**src/rtl/ysyx_24100012_wbu.sv**
```systemverilog
// ysyx_24100012_wbu -- writeback unit in front of the register file.
//
// Takes retired ops from the EXU, waits for the LSU response on loads, then
// extends the loaded byte/half/word and drives the regfile write port from
// registers. busy_mask marks registers with a write pending or in flight so
// the IDU can stall on RAW hazards.
//
// Ports
//   clk, rst             clock (rising edge); asynchronous active-low reset
//   in_valid/in_ready    op handshake from EXU
//   in_we, in_is_load    op writes rd; op is a load
//   in_rd                destination register
//   in_load_fmt          funct3 of the load (LB/LH/LW/LBU/LHU)
//   in_addr_lo           load address bits [1:0]
//   in_alu_result        result for non-load ops
//   mem_rvalid/rready    LSU read-data handshake
//   mem_rdata            aligned 32-bit word from the LSU
//   RegWEn/RegWriteIndex/RegWriteData  registered regfile write port
//   busy_mask            bit i set while a write to xi is pending
//   dbg_state            current FSM state (IDLE=0, WAIT_MEM=1, LOAD_WB=2)
//
// Handshakes: a transfer happens on a rising edge where valid and ready are
// both high. Ready depends only on the FSM state, never on valid, and a
// sender holds its payload stable while valid is high and ready is low.

module ysyx_24100012_wbu #(
  parameter int DATA_WIDTH = 32,
  parameter int INDEX_LEN  = 5,
  parameter int N_REG      = 32
) (
  input  logic                  clk,
  input  logic                  rst,
  input  logic                  in_valid,
  output logic                  in_ready,
  input  logic                  in_we,
  input  logic                  in_is_load,
  input  logic [INDEX_LEN-1:0]  in_rd,
  input  logic [2:0]            in_load_fmt,
  input  logic [1:0]            in_addr_lo,
  input  logic [DATA_WIDTH-1:0] in_alu_result,
  input  logic                  mem_rvalid,
  output logic                  mem_rready,
  input  logic [DATA_WIDTH-1:0] mem_rdata,
  output logic                  RegWEn,
  output logic [INDEX_LEN-1:0]  RegWriteIndex,
  output logic [DATA_WIDTH-1:0] RegWriteData,
  output logic [N_REG-1:0]      busy_mask,
  output logic [1:0]            dbg_state
);

  typedef enum logic [1:0] {
    S_IDLE     = 2'd0,
    S_WAIT_MEM = 2'd1,
    S_LOAD_WB  = 2'd2
  } state_t;

  state_t r_state;
  state_t w_state_nxt;

  // Load context captured at accept time.
  logic [INDEX_LEN-1:0]  r_rd;
  logic                  r_we;
  logic [2:0]            r_fmt;
  logic [1:0]            r_addr_lo;

  logic                  w_accept;
  logic                  w_alu_we;
  logic                  w_load_we;
  logic                  w_mem_fire;
  logic [7:0]            w_byte;
  logic [15:0]           w_half;
  logic [DATA_WIDTH-1:0] w_load_data;
  logic [N_REG-1:0]      w_set;
  logic [N_REG-1:0]      w_clr;
  logic [N_REG-1:0]      w_busy_nxt;

  assign dbg_state = r_state;

  // Next-state and handshake outputs.
  always_comb begin
    w_state_nxt = r_state;
    in_ready    = 1'b0;
    mem_rready  = 1'b0;
    case (r_state)
      S_IDLE: begin
        in_ready = 1'b1;
        if (in_valid && in_is_load) w_state_nxt = S_WAIT_MEM;
      end
      S_WAIT_MEM: begin
        mem_rready = 1'b1;
        if (mem_rvalid) w_state_nxt = S_LOAD_WB;
      end
      S_LOAD_WB: w_state_nxt = S_IDLE;
      default:   w_state_nxt = S_IDLE;
    endcase
  end

  assign w_accept   = in_valid & in_ready;
  assign w_alu_we   = in_we & (in_rd != '0);
  assign w_load_we  = r_we & (r_rd != '0);
  assign w_mem_fire = (r_state == S_WAIT_MEM) & mem_rvalid;

  // Load extraction. Halfword selection uses only addr_lo[1]; LW and the
  // unused funct3 codes return the whole word.
  always_comb begin
    w_byte = 8'h00;
    case (r_addr_lo)
      2'd0: w_byte = mem_rdata[7:0];
      2'd1: w_byte = mem_rdata[15:8];
      2'd2: w_byte = mem_rdata[23:16];
      2'd3: w_byte = mem_rdata[31:24];
      default: w_byte = 8'h00;
    endcase
    w_half = r_addr_lo[1] ? mem_rdata[31:16] : mem_rdata[15:0];
    case (r_fmt)
      3'b000:  w_load_data = {{(DATA_WIDTH-8){w_byte[7]}}, w_byte};
      3'b001:  w_load_data = {{(DATA_WIDTH-16){w_half[15]}}, w_half};
      3'b100:  w_load_data = {{(DATA_WIDTH-8){1'b0}}, w_byte};
      3'b101:  w_load_data = {{(DATA_WIDTH-16){1'b0}}, w_half};
      default: w_load_data = mem_rdata;
    endcase
  end

  // busy_mask: set on accept, clear on the commit edge; set wins on overlap.
  always_comb begin
    w_set = '0;
    w_clr = '0;
    if (w_accept && w_alu_we) w_set[in_rd] = 1'b1;
    if (RegWEn) w_clr[RegWriteIndex] = 1'b1;
    w_busy_nxt    = (busy_mask & ~w_clr) | w_set;
    w_busy_nxt[0] = 1'b0;
  end

  always_ff @(posedge clk or negedge rst) begin
    if (!rst) begin
      r_state       <= S_IDLE;
      r_rd          <= '0;
      r_we          <= 1'b0;
      r_fmt         <= 3'b000;
      r_addr_lo     <= 2'b00;
      RegWEn        <= 1'b0;
      RegWriteIndex <= '0;
      RegWriteData  <= '0;
      busy_mask     <= '0;
    end else begin
      r_state   <= w_state_nxt;
      busy_mask <= w_busy_nxt;
      // RegWEn is a one-cycle pulse; index/data only move on a real write.
      RegWEn    <= 1'b0;
      if (w_accept && !in_is_load && w_alu_we) begin
        RegWEn        <= 1'b1;
        RegWriteIndex <= in_rd;
        RegWriteData  <= in_alu_result;
      end
      if (w_accept && in_is_load) begin
        r_rd      <= in_rd;
        r_we      <= in_we;
        r_fmt     <= in_load_fmt;
        r_addr_lo <= in_addr_lo;
      end
      // Write is registered, so it appears the cycle after mem_rvalid.
      if (w_mem_fire && w_load_we) begin
        RegWEn        <= 1'b1;
        RegWriteIndex <= r_rd;
        RegWriteData  <= w_load_data;
      end
    end
  end

endmodule
```
**config.mk**
```make
export PLATFORM = sky130hd
export DESIGN_NAME = ysyx_24100012_wbu
export DESIGN_NICKNAME = d
export VERILOG_FILES = /design/src/rtl/ysyx_24100012_wbu.sv
export SDC_FILE = /design/constraint.sdc
export NUM_CORES = 1
export LEC_CHECK = 0
export ABC_AREA = 1
export CAP_MARGIN = 25
export CORE_MARGIN = 1
export CORE_UTILIZATION = 43
export CTS_BUF_LIST = sky130_fd_sc_hd__clkbuf_4 sky130_fd_sc_hd__clkbuf_8
export DETAILED_ROUTE_END_ITERATION = 8
export MAX_ROUTING_LAYER = met4
export PLACE_DENSITY = 0.79
export SLEW_MARGIN = 20
export SYNTH_ARGS = -nofsm -noshare
export SYNTH_HDL_FRONTEND = slang
export SYNTH_SLANG_ARGS = --single-unit
```
**constraint.sdc**
```tcl
create_clock -name clk -period 1.3 [get_ports clk]
set_input_delay 0.26 -clock clk [delete_from_list [all_inputs] [get_ports clk]]
set_output_delay 0.26 -clock clk [all_outputs]
set_load 0.005 [all_outputs]
```
==> results of run 1 <==
## layout by cell type (no fill, tap or decap), drive strengths merged
cell type | netlist | routed
nand2 | 157 | 157
buf | 15 | 115
o21ai | 113 | 113
nor2 | 100 | 100
inv | 93 | 98
dfrtp | 82 | 82
clkdlybuf4s50 | 0 | 78
nand3 | 62 | 62
clkdlybuf4s15 | 0 | 45
dlygate4sd2 | 0 | 22
clkbuf | 10 | 14
nor3 | 10 | 10
a21oi | 8 | 8
clkinv | 0 | 2
nand4 | 1 | 1
o31ai | 1 | 1
o22ai | 1 | 1
conb | 1 | 1
clkinvlp | 0 | 1
dlygate4sd3 | 0 | 1
## registers in the layout, summed over array words and instances (netlist names)
name and count:
r_we 1, RegWriteData 32, busy_mask 31, r_fmt 3
RegWEn 1, r_addr_lo 2, dbg_state 2, r_rd 5
RegWriteIndex 5
## power by group
part / switching, mW / internal, mW
clock: 1.13 / 0.749
sequential: 0.675 / 3.58
combinational: 2.90 / 3.13
## worst paths after layout
check                                            startpoint                            to  slack (ps)  cells past startpoint
worst max-delay path               dbg_state[1]$_DFFE_PN0P_  RegWriteData[30]$_DFFE_PN0P_        -360                      9
worst min-delay path                                    rst       busy_mask[12]$_DFF_PN0_         280                      2
worst max register to register     dbg_state[1]$_DFFE_PN0P_  RegWriteData[30]$_DFFE_PN0P_        -360                      9
worst min register to register  RegWriteData[6]$_DFFE_PN0P_   RegWriteData[6]$_DFFE_PN0P_         480                      2
max in group asynchronous                               rst  RegWriteIndex[3]$_DFFE_PN0P_         570                      3
min in group clk                              in_addr_lo[1]      r_addr_lo[1]$_DFFE_PN0P_         470                      3
## repair_timing
item                                   CTS  global route
endpoints found under the hold margin   12             0
hold buffers                             1             0
pin swaps                               13            12
buffers inserted                        28            13
gates resized for setup                207           124
setup endpoints to repair              139           131
gates cloned                             1             3
## stage by stage
step	worst slack, ps	cell area [sq um]
3_3_place_gp	-522.8	6728
5_1_grt	-469.5	7789
4_1_cts	-246.6	7318
3_5_place_dp	-630.9	6728
2_1_floorplan	-150.0	4566
6_report	-358.3	7789
## cell families after synthesis
kind of cell	count (synthesis)	synth area share [%]
AO/OA/AOI/OAI	123	13.63
buffers and inverters	118	10.82
flip-flops	82	45.14
other	1	0.08250
AND/OR/NAND/NOR	330	30.33
## final cells by class
| type | count | area (sq um) |
|---|---|---|
| repair buffers | 266 | 2547 |
| repair inverters | 1 | 6.256 |
| multi-input cells | 454 | 2459 |
| clock inverters | 7 | 70.07 |
| clock buffers | 9 | 123.9 |
| fillers | 732 | 2489 |
| well taps | 136 | 170.2 |
| flip-flops and latches | 82 | 2056 |
| inverters | 93 | 356.6 |
## per-layer routing
metal,global-route usage (%),vias up,wire [microns]
li1,-,2580,-
met5,-,-,0
met3,4.242,78,1162
met1,35.86,2599,6688
met4,15.29,0,724
met2,52.70,295,8854
==> flow_metrics.tcl, run 1 <==
set metrics [dict create \
    status "complete, but fails checks" \
    violations "negative setup slack" \
    row_count 37 \
    finalHoldViolations 0 \
    synth.most_common_cell "nand2_1" \
    finalSetupViolCount 85 \
    synthDistinctLibCells 25 \
    synthFlopType "dfrtp_1" \
    path_buf_inv 2 \
    die_w_microns 104.8 \
    hold_ws_ps 279.9 \
    finalWorstSetupSlack_ps -358.3 \
    cp_max_fo 20 \
    cts-root-buf "clkbuf_8" \
    slew_headroom_pct 58.09 \
    synth_top_cells_by_count "nand2_1 (153), o21ai_0 (112), nor2_1 (95)" \
    worstSetupEndpointType "register" \
    crit_chain "inv_2, nand3_4, nor2_4, nand2_8, buf_12, nor2_1, nand3_1, nand2_1, nand2_1" \
    dpl.cell_count 988 \
    port_buffers 152 \
    crit_required_ps 1550 \
    synth.top_cell.area_share_pct 45.14 \
    synth-edff-count 0 \
    synth_seq_area_share_pct 45.14 \
    stdcell_count 1048 \
    ys_ff_latch 82 \
    grt_pass1_vias 5525 \
    htreeDepth 3 \
    drc 0 \
    critPathMaxStageDelay_ps 450 \
    antenna_found_initial 0 \
    hp-class "in2async" \
    core_region_area_sq_um 10280 \
    rsz0062_at_grt "true" \
    period_needed_ps 1658 \
    post-route-period-util_pct 127.6 \
    drv_cap 0 \
    max-vdd-ir-drop_mv 0.7959 \
    pin_count 154 \
    slew_violations 0 \
    tritoncts "built" \
    vias_per_cell 5.298 \
    grt_first_pass_wirelength_microns 26070 \
    drt_iter0_drc 291 \
    synth.area.top_cells "dfrtp_1 (45%), nand2_1 (13%), o21ai_0 (12%)" \
    grt_use_total_pct 30.92 \
    netlist_area_sq_um 4546 \
    syn_to_final_growth_pct 71.35 \
    grt_max_degree 38 \
    fin_util_pct 75.79 \
    worstMarginPinSlew_ps 627.2 \
    insertion_delay_ps 360 \
    ys_warn_count 0 \
    synthArstFlopShare_pct 100.0 \
    antenna_cells 0 \
    syn_area_per_cell_sq_um 6.950 \
    dieHeight_microns 104.8 \
    startpoint_type "register" \
    cts.sinks 82 \
    start_util_pct 44.23 \
    critPathTopFamily "simple AND/OR/NAND/NOR gates" \
    clkTransAtPathRegs_ps 110 \
    tns_ps -15700 \
    die-area_sq_um 10990 \
    ant_nets 0 \
    final_layout_size_suffix_gt1_share_pct 26.10 \
    p_leak_nw 3.704 \
    routedWlPerCell_microns 16.63 \
    cpMaxStageDelayCell "dfrtp_2" \
    first_pass_iters 5 \
    cts_buffers 9 \
    nets 987 \
    fmax_mhz 603.0 \
    critPathArrivalTime_ps 1910 \
    cts_buffer_depth 2 \
    place.gp.congestion 0.9239 \
    num_vias 5552 \
    drt-total-wl_microns 17430 \
    synth_nets 734 \
    synth_cells 654 \
    place_hpwl_microns 11370 \
    gr-total-overflow 0 \
    crit_top_cell "nand2_1" \
    yosysTopAreaCell "dfrtp_1" \
    total_power_mw 12.17 \
    path_class "reg2reg" \
    power-per-cell-area_nw_per_um2 1563 \
    fin_worst_skew_ps 9.348 \
]
(Power assumes the default switching activity.)
==> run 2, diff against run 1 <==
--- a/constraint.sdc
+++ b/constraint.sdc
@@ -3,2 +3,2 @@
 set_output_delay 0.26 -clock clk [all_outputs]
-set_load 0.005 [all_outputs]
+set_load 0.02 [all_outputs]
==> flow_metrics.tcl, run 2 (synthesized netlist as in run 1, its figures left out) <==
set metrics [dict create \
    status "complete, but fails checks" \
    violations "negative setup slack" \
    routedWlPerCell_microns 16.25 \
    largestRegisters "RegWriteData: 32 flops, busy_mask: 31 flops" \
    worstMarginPinSlew_ps 543.1 \
    regMostFlops "RegWriteData" \
    cts_buffer_depth 2 \
    ant_nets 0 \
    cts_buffers 9 \
    final_common_cell "nand2_1" \
    critPathArrivalTime_ps 1810 \
    cpMaxStageDelayCell "dfrtp_2" \
    drv_cap 0 \
    fin_worst_skew_ps 22.38 \
    power-per-cell-area_nw_per_um2 1711 \
    hp-class "in2async" \
    insertion_delay_ps 370 \
    post-route-period-util_pct 118.6 \
    fmax_mhz 648.8 \
    cp_max_fo 7 \
    hold_ws_ps 343.0 \
    start_util_pct 44.23 \
    vias_per_cell 5.303 \
    path_class "reg2reg" \
    critPathMaxStageDelay_ps 450 \
    grt_pass1_vias 5206 \
    period_needed_ps 1541 \
    total_power_mw 12.28 \
    grt_first_pass_wirelength_microns 24720 \
    antenna_cells 0 \
    syn_to_final_growth_pct 57.97 \
    stdcell_count 1010 \
    drc 0 \
    p_leak_nw 3.528 \
    slew_violations 0 \
    finalWorstSetupSlack_ps -241.2 \
    antenna_found_initial 0 \
    dpl.cell_count 980 \
    clkTransAtPathRegs_ps 110 \
    critPathTopFamily "simple AND/OR/NAND/NOR gates" \
    port_buffers 152 \
    first_pass_iters 6 \
    num_vias 5356 \
    grt_use_total_pct 29.36 \
    grt_max_degree 32 \
    crit_chain "nor2_4, nand2_4, nor2_4, nand3_4, nand2_4, buf_6, nor2_1, nor3_1" \
    drt-total-wl_microns 16410 \
    row_count 37 \
    finalSetupViolCount 70 \
    finalHoldViolations 0 \
    max-vdd-ir-drop_mv 0.8319 \
    drt_iter0_drc 437 \
    slew_headroom_pct 63.70 \
    cts.sinks 82 \
    rsz0062_at_grt "true" \
    worstSetupEndpointType "register" \
    crit_required_ps 1570 \
    startpoint_type "register" \
    gr-total-overflow 0 \
    fin_util_pct 69.87 \
    largest_register_ffs 32 \
    path_buf_inv 1 \
    die-area_sq_um 10990 \
    dpl_cell_area_sq_um 6643 \
    dieHeight_microns 104.8 \
    cts-root-buf "clkbuf_8" \
    tritoncts "built" \
    final_cell_mix "nand2_1 (138), inv_1 (85), dfrtp_1 (79), clkdlybuf4s50_1 (78), nor2_1 (77)" \
    nets 949 \
    place.gp.congestion 0.9295 \
    core_region_area_sq_um 10280 \
    final_area_sq_um 7181 \
    pin_count 154 \
    final_layout_size_suffix_gt1_share_pct 29.63 \
    die_w_microns 104.8 \
    place_hpwl_microns 11290 \
    htreeDepth 3 \
]
-- run 2: power breakdown --
group | internal, mW | total, mW | switching, mW
Clock | 0.766 | 1.91 | 1.15
Sequential | 3.58 | 4.27 | 0.689
Combinational | 2.40 | 6.10 | 3.70
Total | 6.75 | 12.3 | 5.53
-- run 2: routing by layer --
metal	part of all wire, %	global-route usage [%]	vias to the layer above
met2	51	50.52	273
met3	6.1	3.431	54
met5	0	-	-
met1	40	34.50	2521
met4	3.0	13.28	0
li1	-	-	2508
-- run 2: area by class of cell --
cell class,instances,area (sq um)
fill,827,3097
multi-input combinational,454,2351
sequential,82,2056
timing repair buffer,229,2038
inverter,93,367.9
tap,136,170.2
clock buffer,9,123.9
clock inverter,7,73.82
-- run 2: per-stage QoR --
stage / setup TNS (ps) / setup WS (ps)
after global routing: -13440 / -310.2
after global placement: -28950 / -511.2
after CTS: -6627 / -183.5
after floorplan: -9704 / -295.1
after detailed placement: -31820 / -554.6
final: -9966 / -241.2
-- run 2: what timing repair did --
action / CTS / global route
hold buffers: 1 / 0
endpoints found under the hold margin: 24 / 0
setup buffers: 4 / 7
endpoints found under the setup margin: 136 / 117
pin swaps: 7 / 20
resized for setup: 304 / 142
gates cloned: 1 / 4
-- run 2: worst paths after layout --
path	from	endpoint	slack (ps)	depth (start not counted)
setup / recovery	dbg_state[0]$_DFFE_PN0P_	RegWriteIndex[1]$_DFFE_PN0P_	-240	8
hold / removal	rst	busy_mask[18]$_DFF_PN0_	340	2
setup reg to reg	dbg_state[0]$_DFFE_PN0P_	RegWriteIndex[1]$_DFFE_PN0P_	-240	8
max in group asynchronous	rst	RegWriteIndex[1]$_DFFE_PN0P_	420	3
min in group clk	in_addr_lo[0]	r_addr_lo[0]$_DFFE_PN0P_	460	3
hold reg to reg	RegWriteData[17]$_DFFE_PN0P_	RegWriteData[17]$_DFFE_PN0P_	490	2
